--- src/rtl/rv_pkg.sv ---
// Shared definitions for the fetch stage and the instruction memory it feeds.
// Address/width defaults must stay in step with the memory macro.
package rv_pkg;

  localparam int DEFAULT_INS_ADDRESS = 9;
  localparam int DEFAULT_INS_W       = 32;

  // addi x0, x0, 0 -- the canonical bubble
  localparam logic [31:0] NOP_INSTR = 32'h00000013;

  typedef enum logic {
    BOOT  = 1'b0,
    FETCH = 1'b1
  } fetch_state_t;

endpackage

--- src/rtl/fetch_stage_pc_next_mux.sv ---
// Next-PC selection: redirect target (forced word-aligned), hold, or sequential +4.
// Also flags redirect targets whose low two bits were not zero.
module pc_next_mux
  import rv_pkg::*;
#(
  parameter int INS_ADDRESS = DEFAULT_INS_ADDRESS
) (
  input  fetch_state_t            state_i,
  input  logic                    stall_i,
  input  logic                    flush_i,
  input  logic [INS_ADDRESS-1:0]  target_i,
  input  logic [INS_ADDRESS-1:0]  pc_i,
  output logic [INS_ADDRESS-1:0]  pc_d_o,
  output logic                    misalign_o
);

  // Flush outranks stall; BOOT only advances when redirected.
  always_comb begin
    pc_d_o     = pc_i;
    misalign_o = 1'b0;
    if (flush_i) begin
      pc_d_o     = {target_i[INS_ADDRESS-1:2], 2'b00};
      misalign_o = |target_i[1:0];
    end else if (state_i == FETCH && !stall_i) begin
      pc_d_o = pc_i + INS_ADDRESS'(4);
    end
  end

endmodule

--- src/rtl/fetch_stage.sv ---
// Instruction-fetch stage: owns the PC, addresses the instruction memory and
// captures its word into the IF/ID register, handling stall, flush and a debug count.
module fetch_stage
  import rv_pkg::*;
#(
  parameter int INS_ADDRESS = DEFAULT_INS_ADDRESS,
  parameter int INS_W       = DEFAULT_INS_W,
  parameter int CNT_W       = 16
) (
  input  logic                   clk,
  input  logic                   reset,
  input  logic                   stall_i,
  input  logic                   flush_i,
  input  logic [INS_ADDRESS-1:0] target_i,
  output logic [INS_ADDRESS-1:0] imem_ra_o,
  input  logic [INS_W-1:0]       imem_rd_i,
  output logic [INS_ADDRESS-1:0] pc_o,
  output logic [INS_W-1:0]       instr_o,
  output logic                   valid_o,
  output logic                   misalign_o,
  output logic [CNT_W-1:0]       fetch_count_o
);

  fetch_state_t            state_q, state_d;
  logic [INS_ADDRESS-1:0]  pc_q, pc_d;
  logic [INS_ADDRESS-1:0]  if_pc_q, if_pc_d;
  logic [INS_W-1:0]        instr_q, instr_d;
  logic                    valid_q, valid_d;
  logic                    misalign_q, misalign_d;
  logic [CNT_W-1:0]        count_q, count_d;
  logic                    misalign_hit;

  pc_next_mux #(
    .INS_ADDRESS (INS_ADDRESS)
  ) u_pc_next_mux (
    .state_i    (state_q),
    .stall_i    (stall_i),
    .flush_i    (flush_i),
    .target_i   (target_i),
    .pc_i       (pc_q),
    .pc_d_o     (pc_d),
    .misalign_o (misalign_hit)
  );

  // BOOT is a single settle cycle; IF/ID is only touched once in FETCH.
  always_comb begin
    state_d    = state_q;
    if_pc_d    = if_pc_q;
    instr_d    = instr_q;
    valid_d    = valid_q;
    count_d    = count_q;
    misalign_d = misalign_q | misalign_hit;
    case (state_q)
      BOOT: begin
        state_d = FETCH;
      end
      FETCH: begin
        if (flush_i) begin
          if_pc_d = '0;
          instr_d = INS_W'(NOP_INSTR);
          valid_d = 1'b0;
        end else if (!stall_i) begin
          if_pc_d = pc_q;
          instr_d = imem_rd_i;
          valid_d = 1'b1;
          count_d = count_q + CNT_W'(1);
        end
      end
      default: begin
        state_d = BOOT;
      end
    endcase
  end

  always_ff @(posedge clk or posedge reset) begin
    if (reset) begin
      state_q    <= BOOT;
      pc_q       <= '0;
      if_pc_q    <= '0;
      instr_q    <= INS_W'(NOP_INSTR);
      valid_q    <= 1'b0;
      misalign_q <= 1'b0;
      count_q    <= '0;
    end else begin
      state_q    <= state_d;
      pc_q       <= pc_d;
      if_pc_q    <= if_pc_d;
      instr_q    <= instr_d;
      valid_q    <= valid_d;
      misalign_q <= misalign_d;
      count_q    <= count_d;
    end
  end

  assign imem_ra_o     = pc_q;
  assign pc_o          = if_pc_q;
  assign instr_o       = instr_q;
  assign valid_o       = valid_q;
  assign misalign_o    = misalign_q;
  assign fetch_count_o = count_q;

endmodule

--- config.mk ---
export PLATFORM = sky130hd
export DESIGN_NAME = fetch_stage
export DESIGN_NICKNAME = d
export VERILOG_FILES = /design/src/rtl/rv_pkg.sv /design/src/rtl/fetch_stage_pc_next_mux.sv /design/src/rtl/fetch_stage.sv
export SDC_FILE = /design/constraint.sdc
export NUM_CORES = 1
export LEC_CHECK = 0
export ABC_AREA = 0
export ABC_CLOCK_PERIOD_IN_PS = 4450
export CORE_MARGIN = 4
export CORE_UTILIZATION = 46
export DETAILED_ROUTE_END_ITERATION = 8
export HOLD_SLACK_MARGIN = 0.02
export PLACE_DENSITY = 0.95
export SYNTH_ARGS = -nofsm -noshare
export SYNTH_HDL_FRONTEND = slang
export SYNTH_HIERARCHICAL = 1
export SYNTH_SLANG_ARGS = --single-unit
--- constraint.sdc ---
create_clock -name clk -period 4.45 [get_ports clk]
set_input_delay 0.89 -clock clk [delete_from_list [all_inputs] [get_ports clk]]
set_output_delay 0.89 -clock clk [all_outputs]
set_load 0.02 [all_outputs]
== After elaboration in Yosys (flattened, before gate mapping) ==
Index checks and enable logic that the tools add are counted.

* $add $sub $neg: 2
* Eq/ne operators: 1
* Mux-type cells: 9
* Bitwise logic cells: 3
* Reduce and logical (&&, ||, !) cells: 6

{| class="wikitable"
|+ Operator list
! kind !! count
|-
| 2-to-1 mux 32 bit || 2
|-
| 2-to-1 mux 9 bit || 4
|-
| adder 16 x 1 -> 16 bit, second input constant || 1
|-
| adder 9 x 3 -> 9 bit, second input constant || 1
|-
| 2-to-1 mux 1 bit || 3
|-
| AND reduction 3 bit || 1
|-
| != test 2 x 1 -> 1 bit, second input constant || 1
|-
| inverter 1 bit || 2
|-
| AND reduction 2 bit || 1
|-
| nonzero test 2 bit || 1
|-
| OR reduction 2 bit || 1
|-
| logical AND 1 bit || 1
|-
| zero test 1 bit || 1
|-
| OR 1 bit || 1
|}

* Flip-flop bits (word level): 69
* Input bits: 45
* Output and inout port bits: 68
* Word-level logic and storage cells: 28

== Depth between registers and ports, before layout ==
* Word-level depth: 4
* Gate-level depth with buffers: 5
* Mapped depth without buffers: 4

== Cells and area by module ==
The synthesis kept the hierarchy.

{| class="wikitable"
|+ Modules (own cells, without submodules)
! module !! times used !! cells an instance !! area an instance (µm²) !! seq. area each (µm²)
|-
| fetch_stage || 1 || 174 || 2519.9 || 1730.4
|-
| pc_next_mux || 1 || 42 || 274.0 || 0.0
|}

== Worst setup path before layout ==
OpenSTA, ideal clock, no wires.

* Path type: input port to flip-flop
* Start point: input port flush_i
* End point: register count_q[15] (netlist: fetch_count_o[15])
* Library setup time: 0.128 ns
* Arrival: 2.080 ns
* Data required time: 4.322 ns
* Setup slack: 2.241 ns
* Stages on the path: 5
* Path buffers: 1
* Cell sequence: or3b_1 -> buf_6 -> nor3_4 -> or3b_1 -> xnor2_1

* Word-level cells in the longest chain between the ends: 2

{| class="wikitable"
|+ RTL lines
! element !! RTL line !! source
|-
| from (decl) || fetch_stage.sv:13 || <nowiki>input logic flush_i,</nowiki>
|-
| inverter 1 bit (no line) || n/a ||
|-
| AND reduction 3 bit (no line) || n/a ||
|-
| to (signal assigned) || fetch_stage.sv:91 || <nowiki>count_q <= count_d;</nowiki>
|-
| to (decl) || fetch_stage.sv:30 || <nowiki>logic [CNT_W-1:0] count_q, count_d;</nowiki>
|}

No other way between the ends.
A chain may end at the register's enable or synchronous reset.

== Worst setup path after layout ==
Same ends and word-level chain as after synthesis.

==> results.sh <==
export IMPL_run_status="finished, final reports clean"
export IMPL_hold_path_class="reg2reg"
export IMPL_yosys_top_cells_count="dfrtp_1, a22o_1, nand2_1"
export IMPL_ios=113
export IMPL_worst_setup_path_end_kind="register"
export IMPL_clock_root_buffer="clkbuf_8"
export IMPL_drc=0
export IMPL_setup_slack_ns=1.82
export IMPL_regArea_um2=1730
export IMPL_synth_area_leaders="dfrtp_1, a22o_1, xnor2_1"
export IMPL_worst_pin_slew_ns=1.02
export IMPL_leakagePower_nw=1.89
export IMPL_nFillCells=425
export IMPL_yosysMostFrequentCell="dfrtp_1"
export IMPL_multi_input_area_um2=1000
export IMPL_postRouteAntennaNets=0
export IMPL_fin_nets=379
export IMPL_drive_above_1_share=0.104
export IMPL_min_period_ns=2.63
export IMPL_synth_ff_type="dfrtp_1"
export IMPL_cts_clk_slew_worst_paths_ns=0.07
export IMPL_async_reset_ff_frac=1.00
export IMPL_initial_core_util=0.472
export IMPL_grt_remaining_overflow=0
export IMPL_max_cap_violations=0
export IMPL_via_per_inst=5.31
export IMPL_port_buffers=112
export IMPL_synth_edf_count=0
export IMPL_setup_viol=0
export IMPL_preCtsSetupSlack_ns=1.47
export IMPL_setup_tns_ns=0
export IMPL_drt_iter0_drc=108
export IMPL_fmax_mhz=381
export IMPL_cts_buffer_depth=2
export IMPL_syn_nets=263
export IMPL_via_count=2186
export IMPL_yosysSeqAreaShare=0.619
export IMPL_num_antenna_cells=0
export IMPL_die_h_um=85.9
export IMPL_wl_per_cell_um=17.1
export IMPL_synth_top_cell_by_area="dfrtp_1"
export IMPL_postCtsSetupBuffers=0
export IMPL_track_usage=0.202
export IMPL_critPathLaunchType="input pin"
export IMPL_cp_max_fo=26
export IMPL_worst_ep_required_time_ns=4.66
export IMPL_yosys_area_top_type_share=0.591
export IMPL_skew_ns=0.0115
export IMPL_cts_tree="built"
export IMPL_grt_pass1_vias=2309
export IMPL_grt_max_degree=51
export IMPL_dpl_hpwl_mm=5.12
export IMPL_area_growth_pct=50.6
export IMPL_drt_wl_total_mm=7.04
export IMPL_die_w_um=85.9
export IMPL_dieArea_um2=7380
export IMPL_holdWs_ns=0.489
export IMPL_synthCells=216
export IMPL_critical_path_class="in2reg"
export IMPL_arrival_ns=2.84
export IMPL_period_share=0.590
export IMPL_postSynthAreaPerCell_um2=12.9
export IMPL_slew_viol_final=0
export IMPL_clock_latency_ns=0.33
export IMPL_antenna_found_initial=0
export IMPL_core_area_um2=5920
export IMPL_hold_violations=0
export IMPL_post_cts_resized=0
export IMPL_rows=28
export IMPL_rsz0062_at_grt="no"
export IMPL_p_per_area_nw_per_um2=386
export IMPL_ys_warnings_count=6
export IMPL_ir_drop_v=0.000279
export IMPL_drt_pass1_iterations=4
export IMPL_grt_pass1_wl_mm=11.6
export IMPL_syn_area_um2=2790
export IMPL_cts_sinks=69
export IMPL_slew_headroom=0.321
export IMPL_synth_seq_cells=69
export IMPL_synth_distinct_cells=38
export IMPL_cts_made_buffers=9
export IMPL_ctsHoldBuffers=0
export IMPL_globalplace_congestion=0.742
export IMPL_h_tree_depth=3
cells by family after synthesis:
kind of cell	count (synthesis)	synth area share
and+or+nand+nor	57	0.129
adders and majority gates	2	0.00896
DFF	69	0.619
xor gates and xnor gates	17	0.0533
AOI/OAI and AO/OA	54	0.159
other	1	0.00134
buffers and inverters	15	0.0255
muxes	1	0.00358
worst paths after layout:
check                      slack [ns]           endpoint  cells after the start         startpoint
setup / recovery                 1.82  fetch_count_o[15]                      6            flush_i
hold / removal                   0.49  fetch_count_o[15]                      1  fetch_count_o[15]
setup reg to reg                 2.51  fetch_count_o[15]                      4            state_q
hold reg to reg                  0.49  fetch_count_o[15]                      1  fetch_count_o[15]
max in group asynchronous        2.48        instr_o[10]                      3              reset
min in group asynchronous        1.11        instr_o[30]                      2              reset
per-layer routing:
metal / wire length (µm) / track usage / vias to the layer above
li1: - / - / 1019
met1: 2910 / 0.264 / 1078
met2: 3590 / 0.324 / 74
met3: 401 / 0.0471 / 15
met4: 148 / 0.0806 / 0
met5: 0 / 0 / -
metrics by stage:
step / util / area [µm²] / cells / power (W)
global placement: 0.674 / 3990 / 396 / 0.00108
floorplan: - / 2790 / 216 / 0.000904
finish: 0.711 / 4210 / 412 / 0.00162
CTS: 0.711 / 4210 / 412 / 0.00164
global route: 0.711 / 4210 / 412 / 0.00170
detailed placement: 0.674 / 3990 / 396 / 0.00109
report_power, final:
group	internal, W	total, W	switching (W)	leakage (nW)
registers	0.000682	0.000741	0.0000589	0.898
logic	0.000173	0.000335	0.000162	0.875
clock network	0.000328	0.000548	0.000220	0.113
critical path, cell delays in order:
cell and delay, ns:
clkdlybuf4s50_1 0.40, buf_4 0.21, or3b_1 0.57, nor3_4 0.25, or3b_1 0.38, xnor2_1 0.14
flip-flops by register name (all words and copies together), names as in the netlist:
signal / cells
instr_o: 32
fetch_count_o: 16
imem_ra_o: 9
pc_o: 9
misalign_o: 1
state_q: 1
valid_o: 1
cells in the final DEF (no fill, tap or decap), types with 2 or more instances in the layout:
cell type and n:
clkdlybuf4s50_1 112, buf_4 4, o21a_1 2, and4_1 3
nand4_1 5, ha_1 2, or3b_1 2, nor2b_1 4
dfrtp_1 66, nor2_1 5, o22a_2 3, o21ai_0 5
or4_1 2, a22o_1 38, xnor2_1 10, nand2_1 18
inv_1 3, a21oi_1 3, nand3_1 5, xor2_1 7
clkbuf_8 10, dfstp_2 3, clkinv_2 3, bufinv_16 2
area by class of cell:
class	instances	share of cell area
clock buffer	11	0.0336
clock inverter	5	0.0178
tap	75	0.0223
multi-input combinational	132	0.238
timing repair buffer	116	0.273
inverter	4	0.00357
sequential	69	0.411
Note: power is estimated with default switching activity, not from simulation.
